**config.mk**
```make
export PLATFORM = sky130hd
export DESIGN_NAME = pipe_stage_buf
export DESIGN_NICKNAME = d
export VERILOG_FILES = /design/src/rtl/pipe_stage_buf_pkg.sv /design/src/rtl/pipe_stage_buf_sat_counter.sv /design/src/rtl/pipe_stage_buf.sv
export SDC_FILE = /design/constraint.sdc
export NUM_CORES = 1
export LEC_CHECK = 0
export BUFFER_PORTS_ARGS = -buffer_cell sky130_fd_sc_hd__buf_2
export CAP_MARGIN = 10
export CORE_AREA = 2 2 270 272
export CTS_BUF_LIST = sky130_fd_sc_hd__clkbuf_8
export CTS_CLUSTER_DIAMETER = 100
export CTS_CLUSTER_SIZE = 14
export DETAILED_ROUTE_END_ITERATION = 10
export DIE_AREA = 0 0 272 274
export GPL_TIMING_DRIVEN = 0
export HOLD_SLACK_MARGIN = 0.02
export PLACE_DENSITY_LB_ADDON = 0.25
export SYNTH_ARGS = -nofsm -noshare
export SYNTH_HDL_FRONTEND = slang
export SYNTH_SLANG_ARGS = --single-unit
```
**constraint.sdc**
```tcl
create_clock -name clk_i -period 1.7 [get_ports clk_i]
set_input_delay 0.34 -clock clk_i [delete_from_list [all_inputs] [get_ports clk_i]]
set_output_delay 0.34 -clock clk_i [all_outputs]
set_load 0.05 [all_outputs]
```
**src/rtl/pipe_stage_buf_pkg.sv**
```systemverilog
// Shared ID->EX pipeline types: payload bundle, its NOP encoding and the
// controller's hold levels.
package riscv_pipe_pkg;

  localparam int HOLD_BUS_W = 3;

  localparam logic [HOLD_BUS_W-1:0] HOLD_NONE  = 3'd0;
  localparam logic [HOLD_BUS_W-1:0] HOLD_PC    = 3'd1;
  localparam logic [HOLD_BUS_W-1:0] HOLD_IF_ID = 3'd2;
  localparam logic [HOLD_BUS_W-1:0] HOLD_ID_EX = 3'd3;

  localparam logic [31:0] INST_NOP = 32'h0000_0013;  // addi x0, x0, 0

  typedef struct packed {
    logic [63:0] op1;
    logic [63:0] op2;
    logic [47:0] offset;
    logic [31:0] inst;
    logic [38:0] inst_addr;
    logic        reg_wen;
    logic [4:0]  reg_waddr;
    logic        csr_wen;
    logic [63:0] csr_rdata;
    logic [11:0] csr_waddr;
  } id_ex_payload_t;

  localparam int ID_EX_PAYLOAD_W = $bits(id_ex_payload_t);

  localparam id_ex_payload_t ID_EX_NOP = '{
    op1: '0, op2: '0, offset: '0, inst: INST_NOP, inst_addr: '0,
    reg_wen: 1'b0, reg_waddr: '0, csr_wen: 1'b0, csr_rdata: '0, csr_waddr: '0
  };

  function automatic logic hold_active(input logic [HOLD_BUS_W-1:0] level,
                                       input logic [HOLD_BUS_W-1:0] thresh);
    return level >= thresh;
  endfunction

endpackage

```
**src/rtl/pipe_stage_buf_sat_counter.sv**
```systemverilog
// Saturating up-counter used for the stage's performance statistics.
module sat_counter #(
  parameter int CNT_W = 16
) (
  input  logic             clk_i,
  input  logic             rst_n_i,
  input  logic             inc_i,
  output logic [CNT_W-1:0] cnt_o
);

  logic [CNT_W-1:0] r_cnt;

  always_ff @(posedge clk_i or negedge rst_n_i) begin
    if (!rst_n_i) begin
      r_cnt <= '0;
    end else if (inc_i && (r_cnt != {CNT_W{1'b1}})) begin
      r_cnt <= r_cnt + 1'b1;
    end
  end

  assign cnt_o = r_cnt;

endmodule

```
**src/rtl/pipe_stage_buf.sv**
```systemverilog
// ID->EX pipeline stage: valid/ready handshake with optional 2-entry skid,
// freeze or bubble hold behaviour, flush, and stall/flush statistics.
module pipe_stage_buf
  import riscv_pipe_pkg::*;
#(
  parameter int                    PAYLOAD_W   = ID_EX_PAYLOAD_W,
  parameter logic [PAYLOAD_W-1:0]  NOP_PAYLOAD = ID_EX_NOP,
  parameter bit                    SKID_EN     = 1'b1,
  parameter bit                    HOLD_MODE   = 1'b1,
  parameter logic [HOLD_BUS_W-1:0] HOLD_THRESH = HOLD_ID_EX,
  parameter int                    CNT_W       = 16
) (
  input  logic                  clk_i,
  input  logic                  rst_n_i,
  input  logic                  flush_i,
  input  logic [HOLD_BUS_W-1:0] hold_flag_i,
  input  logic                  in_valid_i,
  output logic                  in_ready_o,
  input  logic [PAYLOAD_W-1:0]  in_payload_i,
  output logic                  out_valid_o,
  input  logic                  out_ready_i,
  output logic [PAYLOAD_W-1:0]  out_payload_o,
  output logic [1:0]            occupancy_o,
  output logic [CNT_W-1:0]      stall_cnt_o,
  output logic [CNT_W-1:0]      flush_cnt_o
);

  logic                 r_main_valid, r_skid_valid, r_ready;
  logic [PAYLOAD_W-1:0] r_main, r_skid;
  logic [1:0]           r_occ;

  logic                 w_main_valid_next, w_skid_valid_next, w_ready_next;
  logic [PAYLOAD_W-1:0] w_main_next, w_skid_next;
  logic [1:0]           w_occ_next;

  logic w_hold_en, w_in_ready, w_out_valid, w_in_fire, w_out_fire, w_stall_inc;

  assign w_hold_en = hold_active(hold_flag_i, HOLD_THRESH);

  generate
    if (SKID_EN && !HOLD_MODE) begin : g_illegal_cfg
      $error("pipe_stage_buf: SKID_EN=1 requires HOLD_MODE=1");
    end

    if (SKID_EN) begin : g_ready_skid
      assign w_in_ready = r_ready & ~w_hold_en;
    end else begin : g_ready_direct
      // Without a skid slot, ready must look through to the consumer.
      assign w_in_ready = ~w_hold_en & (~r_main_valid | out_ready_i);
    end

    if (HOLD_MODE) begin : g_valid_freeze
      assign w_out_valid = r_main_valid & ~w_hold_en;
    end else begin : g_valid_bubble
      assign w_out_valid = r_main_valid;
    end
  endgenerate

  assign w_in_fire  = in_valid_i & w_in_ready;
  assign w_out_fire = w_out_valid & out_ready_i;

  always_comb begin
    w_main_next       = r_main;
    w_main_valid_next = r_main_valid;
    w_skid_next       = r_skid;
    w_skid_valid_next = r_skid_valid;
    if (flush_i) begin
      w_main_next       = NOP_PAYLOAD;
      w_main_valid_next = 1'b0;
      w_skid_next       = NOP_PAYLOAD;
      w_skid_valid_next = 1'b0;
    end else if (w_hold_en) begin
      if (!HOLD_MODE) begin
        w_main_next       = NOP_PAYLOAD;
        w_main_valid_next = 1'b0;
      end
    end else begin
      case ({r_main_valid, r_skid_valid})
        2'b00: begin
          if (w_in_fire) begin
            w_main_next       = in_payload_i;
            w_main_valid_next = 1'b1;
          end
        end
        2'b10: begin
          if (w_in_fire && w_out_fire) begin
            w_main_next = in_payload_i;
          end else if (w_in_fire) begin
            w_skid_next       = in_payload_i;
            w_skid_valid_next = 1'b1;
          end else if (w_out_fire) begin
            w_main_next       = NOP_PAYLOAD;
            w_main_valid_next = 1'b0;
          end
        end
        2'b11: begin
          if (w_out_fire) begin
            w_main_next       = r_skid;
            w_skid_next       = NOP_PAYLOAD;
            w_skid_valid_next = 1'b0;
          end
        end
        default: ;
      endcase
    end
    w_occ_next   = {1'b0, w_main_valid_next} + {1'b0, w_skid_valid_next};
    w_ready_next = (w_occ_next != 2'd2);
  end

  always_ff @(posedge clk_i or negedge rst_n_i) begin
    if (!rst_n_i) begin
      r_main       <= NOP_PAYLOAD;
      r_main_valid <= 1'b0;
      r_skid       <= NOP_PAYLOAD;
      r_skid_valid <= 1'b0;
      r_occ        <= 2'd0;
      r_ready      <= 1'b1;
    end else begin
      r_main       <= w_main_next;
      r_main_valid <= w_main_valid_next;
      r_skid       <= w_skid_next;
      r_skid_valid <= w_skid_valid_next;
      r_occ        <= w_occ_next;
      r_ready      <= w_ready_next;
    end
  end

  assign w_stall_inc = w_hold_en | (r_main_valid & ~out_ready_i);

  sat_counter #(.CNT_W(CNT_W)) u_stall_cnt (
    .clk_i   (clk_i),
    .rst_n_i (rst_n_i),
    .inc_i   (w_stall_inc),
    .cnt_o   (stall_cnt_o)
  );

  sat_counter #(.CNT_W(CNT_W)) u_flush_cnt (
    .clk_i   (clk_i),
    .rst_n_i (rst_n_i),
    .inc_i   (flush_i),
    .cnt_o   (flush_cnt_o)
  );

  assign in_ready_o    = w_in_ready;
  assign out_valid_o   = w_out_valid;
  assign out_payload_o = r_main;
  assign occupancy_o   = r_occ;

endmodule
```
* Word-level counts from Yosys, hierarchy flattened *
Index checks and enable logic that the tools add are counted.

cells by class
  $add $sub $neg = 3
  order comparisons = 1
  equality and inequality tests = 12
  mux-type cells = 25
  bitwise logic cells = 8
  reduce and logical (&&, ||, !) cells = 8

operators with widths
  operator                                                                             count
  330-bit two-way mux                                                                  10
  330-bit one-hot mux with 3 select lines                                              1
  330-bit one-hot mux with 2 select lines                                              1
  16-bit by 1-bit adder with 16-bit output, second input constant                      2
  16-bit != test, second input constant                                                2
  3-bit != test, second input constant                                                 4
  1-bit two-way mux                                                                    11
  4-bit != test, second input constant                                                 2
  6-bit AND reduction                                                                  1
  1-bit bitwise AND                                                                    5
  5-bit AND reduction                                                                  1
  2-bit == test, second input constant                                                 2
  2-bit != test, second input constant                                                 2
  1-bit one-hot mux with 2 select lines                                                2
  4-bit nonzero test                                                                   1
  3-bit by 2-bit greater-or-equal comparator with 1-bit output, second input constant  1
  1-bit logical AND                                                                    3
  3-bit nonzero test                                                                   1
  1-bit by 1-bit adder with 2-bit output                                               1
  2-bit logical NOT                                                                    1
  1-bit inverter                                                                       2
  1-bit OR                                                                             1

storage, ports and cells
  flip-flop bits (word level) = 697
  input bits = 338
  output and inout bits = 366
  logic and storage cells = 65

* Depth between registers and ports, before layout *
  depth after elaboration = 12
  mapped depth = 8
  gate-level depth less buffers = 6

* By module *
From an unflattened synthesis, not the netlist that was laid out.

unflattened totals
  cell total of the unflattened synthesis = 2761
  area, all modules = 30912.1 µm²

by module, submodules not included
  module          times used  cells each  area an instance (µm²)  seq. area each (µm²)
  pipe_stage_buf  1           2607        29143.0                 16649.7
  sat_counter     2           77          884.6                   400.4

* Worst setup path after synthesis *
OpenSTA, ideal clock, no wires.

  path type = reg2reg
  start = register u_stall_cnt.r_cnt[0], in the netlist u_stall_cnt.cnt_o[0]
  end = register u_stall_cnt.r_cnt[1], in the netlist u_stall_cnt.cnt_o[1]
  library setup time = 125 ps
  data arrival time = 1942 ps
  data required time = 1575 ps
  path slack = -366 ps
  cell stages (with the launch flop) = 6
  buffers on the path = 0
  period minus slack after synthesis = 2066 ps
  path through = dfrtp_1 ha_1 nand3_1 or2_2 o21a_1 mux2_2

on the way
  word-level cells in the longest chain between the ends = 2
  elaborated cells between the ends (all ways) = 3
  those cells by class = 1 x add/sub; 1 x eq/ne; 1 x reduce/logical

RTL lines
  what                                                                              line                              source
  from (decl)                                                                       pipe_stage_buf_sat_counter.sv:11  logic [CNT_W-1:0] r_cnt;
  from (signal assigned)                                                            pipe_stage_buf_sat_counter.sv:17  r_cnt <= r_cnt + 1'b1;
  branches (longest 2 deep; another with 16-bit by 1-bit adder with 16-bit output)  n/a

Several ways; the timed one is not identified.
A chain may end at the register's enable or synchronous reset.

* Worst setup path after layout *
  start = register r_ready
  end = register r_skid[271]

on the way
  word-level cells in the longest chain between the ends = 5
  elaborated cells between the ends (all ways) = 6
  those cells by class = 2 x eq/ne; 2 x bitwise; 2 x reduce/logical

RTL lines
  what                               line                   source
  from (decl)                        pipe_stage_buf.sv:28   logic r_main_valid, r_skid_valid, r_ready;
  from (signal assigned)             pipe_stage_buf.sv:124  r_ready <= w_ready_next;
  1-bit bitwise AND (*)              pipe_stage_buf.sv:46   assign w_in_ready = r_ready & ~w_hold_en;
  1-bit bitwise AND (*)              pipe_stage_buf.sv:59   assign w_in_fire = in_valid_i & w_in_ready;
  1-bit logical AND                  pipe_stage_buf.sv:86   if (w_in_fire && w_out_fire) begin
  3-bit != test (no line)            n/a
  5-bit AND reduction (no line) (*)  n/a
  to (signal assigned)               pipe_stage_buf.sv:121  r_skid <= w_skid_next;
  to (decl)                          pipe_stage_buf.sv:29   logic [PAYLOAD_W-1:0] r_main, r_skid;

Mark *: on every way between the ends. The rest lies on a longest branch, timed or not.

==> flow_summary.toml <==
[power]
comb_power_share_pct = 17.8
p_sw_w = 0.00948
power_density_nw_per_um2 = 768
p_seq_share_pct = 55.0
max-vdd-ir-drop_v = 0.000525
internal_power_w = 0.0223
pwr-share-clk_pct = 27.2
leakagePower_nw = 22.4
p_sw_share_pct = 29.8
power_w = 0.0318

[global_routing]
top_usage_layer = "met2"
track_usage_pct = 25.5
grtUsageMet3_pct = 6.08
globalRouteOverflowTotal = 0
met2_usage_pct = 42.6
grt_pass1_wl_um = 148000
grt_util_met1_pct = 31.7
grt_pass1_vias = 24400
grt_max_degree = 126
antenna_found_initial = 7

[sta]
worst_slew_pin_slew_ps = 926
whs_ps = -32.1
rsz0062_at_grt = "true"
fin_skew_ps = 18.3
period_minus_slack_ps = 1960
hold_viol_final = 43
setup_tns_ps = -125100
setup_viol = 732
max_freq_ghz = 0.511
slew_headroom_pct = 38.1
maxSlewViolCount = 0
layout_setup_ws_ps = -256
post-route-period-util_pct = 115

[die]
fp.dieH_um = 274
pin_count = 704
die_area_sq_um = 74500
core_sq_um = 72000
start_util_pct = 41.3
die_x_um = 272
std_cell_rows = 99

[synth]
synthCells = 2008
synth_enable_flop_cells = 0
syn-mean-instance-area_sq_um = 14.8
synthAdderAreaFrac_pct = 0.168
synth.distinct_cells = 51
synthArstFlopShare_pct = 100
ys_ff_latch = 697
synth_warnings = 0
synthXorXnorAreaFrac_pct = 0.707
synth_compound_area_share_pct = 24.1
ys_dominant_reg_cell = "dfrtp_1"
netlist_area_sq_um = 29700
synth-simple-area-share_pct = 1.30
synth_top_family_by_area = "compound AO/OA/AOI/OAI gates"
ys_seq_area_share_pct = 58.7
syn_nets = 2350
synthMuxAreaShare_pct = 11.2

[placement]
place_inst = 3676
hpwl_um = 67400
place_congestion = 0.908
io_buffers = 703

[cells_and_area]
seq_area_sq_um = 17500
layout_commonest_cell = "buf_2"
nets = 3504
layout-drive-gt1-share_pct = 40.9
multi_input_area_sq_um = 11600
final_core_util_pct = 57.5
most-common-layout-cells = "720 x buf_2, 657 x dfrtp_1, 336 x dlygate4sd3_1"
area_growth_pct = 39.1
n_fill_cell = 5727
stdcell_count = 4138

[worst_setup_path]
cp-start-kind = "flop"
worstPathRequired_ps = 2250
cp_data_arrival_time_ps = 2510
endpoint = "r_skid[271]"
r2r_end = "r_skid[271]"
ff2ff_path_depth = 7
critPathCaptureType = "flop"
r2r_slack_ps = -260
crit_start = "r_ready"
reg2reg_from = "r_ready"
critPathKind = "flop to flop"
crit_fanout = 6

[route]
wirelength_um = 99500
drt_iter0_drc = 1542
drc = 0
vias_per_cell = 5.59
wire_per_inst_um = 24.1
vias = 23100
dr.pass1.iters = 6
drtAntennaViolNets = 0

[clock_network]
clk_pin_slew_ps = 100
cts_max_path_buffers = 3
cts_max_level = 2
cts_tree = "yes"
insertion_delay_ps = 670
root_buffer = "clkbuf_8"
clock_sinks = 697
cts-buffers-inserted = 56

[run_status]
status = "finished, violations left"
failed_checks = "hold timing, setup timing"

[flow_run]
maxCapViolCount = 0

[worst_hold_path]
min_path_type = "primary input to async pin"
state kept, by name, indices dropped and copies added, names as in the netlist:
register           flops
r_skid_valid           1
occupancy_o            2
r_ready                1
r_skid               330
r_main_valid           1
out_payload_o        330
u_flush_cnt.cnt_o     16
u_stall_cnt.cnt_o     16
repair_timing:
| action | 4_1_cts | 5_1_grt |
|---|---|---|
| gates resized for setup | 286 | 88 |
| hold buffers | 335 | 6 |
| buffers inserted | 12 | 3 |
| hold endpoints to repair | 1018 | 66 |
| gates cloned | 15 | 19 |
| pin swaps | 54 | 155 |
| endpoints found under the setup margin | 1024 | 1170 |
area by class of cell:
class | instances | area share (%)
Buffer | 185 | 4.76
Tap cell | 959 | 2.90
Antenna cell | 6 | 0.0363
Clock inverter | 12 | 0.139
Inverter | 1 | 0.00907
Multi-Input combinational cell | 1122 | 28.0
Sequential cell | 697 | 42.3
Clock buffer | 57 | 1.90
Timing Repair Buffer | 1099 | 20.0
critical path, stage by stage, from the launching register on:
cell and delay [ps]:
dfstp_2 570, nand3b_1 150, o21ai_2 230, a21oi_4 130, buf_12 210, clkbuf_16 180, buf_8 130, a22o_1 210
layer usage:
metal  share of wire (%)  vias to the layer above
met5               0.031                        -
met4                 4.8                        6
met3                 6.4                      261
met2                  49                      834
met1                  40                    11900
li1                    -                    10100
cells by family (layout without fill, tap and decap cells):
family                     count (synthesis)  in the layout
muxes                                    332            332
adders and majority gates                  4              4
other                                      0              6
and+or+nand+nor                           61             61
AOI/OAI and AO/OA                        701            701
xor gates and xnor gates                  24             24
DFF                                      697            697
buffers and inverters                    189           1354
power groups by stage:
stage               clock (W)  sequential (W)  combinational [W]
detailed placement          0          0.0178            0.00434
global placement            0          0.0178            0.00420
global route          0.00956          0.0175            0.00599
finish                0.00863          0.0175            0.00567
CTS                   0.00889          0.0174            0.00545
floorplan                   0          0.0189            0.00134
synthesized netlist by cell type (all sizes together), types with 2 or more instances:
cell / number / area, sq um
dfrtp: 690 / 17300
a22o: 327 / 2860
mux2i: 327 / 3270
o2bb2ai: 327 / 3990
buf: 145 / 972
clkbuf: 43 / 163
xnor2: 15 / 131
a21oi: 12 / 67.6
nand2: 12 / 52.6
nand3: 11 / 55.1
nand4: 9 / 56.3
xor2: 9 / 78.8
dfstp: 7 / 184
o22a: 6 / 52.6
a31oi: 5 / 31.3
and2: 5 / 31.3
mux2: 5 / 56.3
o21ai: 5 / 25.0
a211oi: 4 / 30.0
and3: 4 / 25.0
ha: 4 / 50.1
nor2: 4 / 15.0
and4: 3 / 26.3
nand3b: 3 / 22.5
o2111ai: 3 / 26.3
o21a: 3 / 22.5
a21boi: 2 / 15.0
a21o: 2 / 15.0
nor3: 2 / 15.0
nor4: 2 / 27.5
o211ai: 2 / 15.0
or2: 2 / 12.5
worst min-delay path by stage:
stage | startpoint | to | cells past startpoint
after CTS | rst_n_i | r_skid[240] | 5
final | rst_n_i | r_skid[12] | 5
after detailed placement | rst_n_i | u_flush_cnt.cnt_o[1] | 1
after global placement | u_flush_cnt.cnt_o[15] | u_flush_cnt.cnt_o[15] | 1
after global routing | rst_n_i | r_skid[12] | 5
after floorplan | rst_n_i | occupancy_o[0] | 0
metrics by stage:
stage                     instance area (sq um)  worst slack, ps  hold WS [ps]
after global routing                      41400             -324         -37.6
after global placement                    34600           -15090           465
final                                     41400             -256         -32.1
after floorplan                           29800             -138          44.4
after CTS                                 40500             -264         -49.8
after detailed placement                  34700            -1000           213
(Power assumes the default switching activity.)
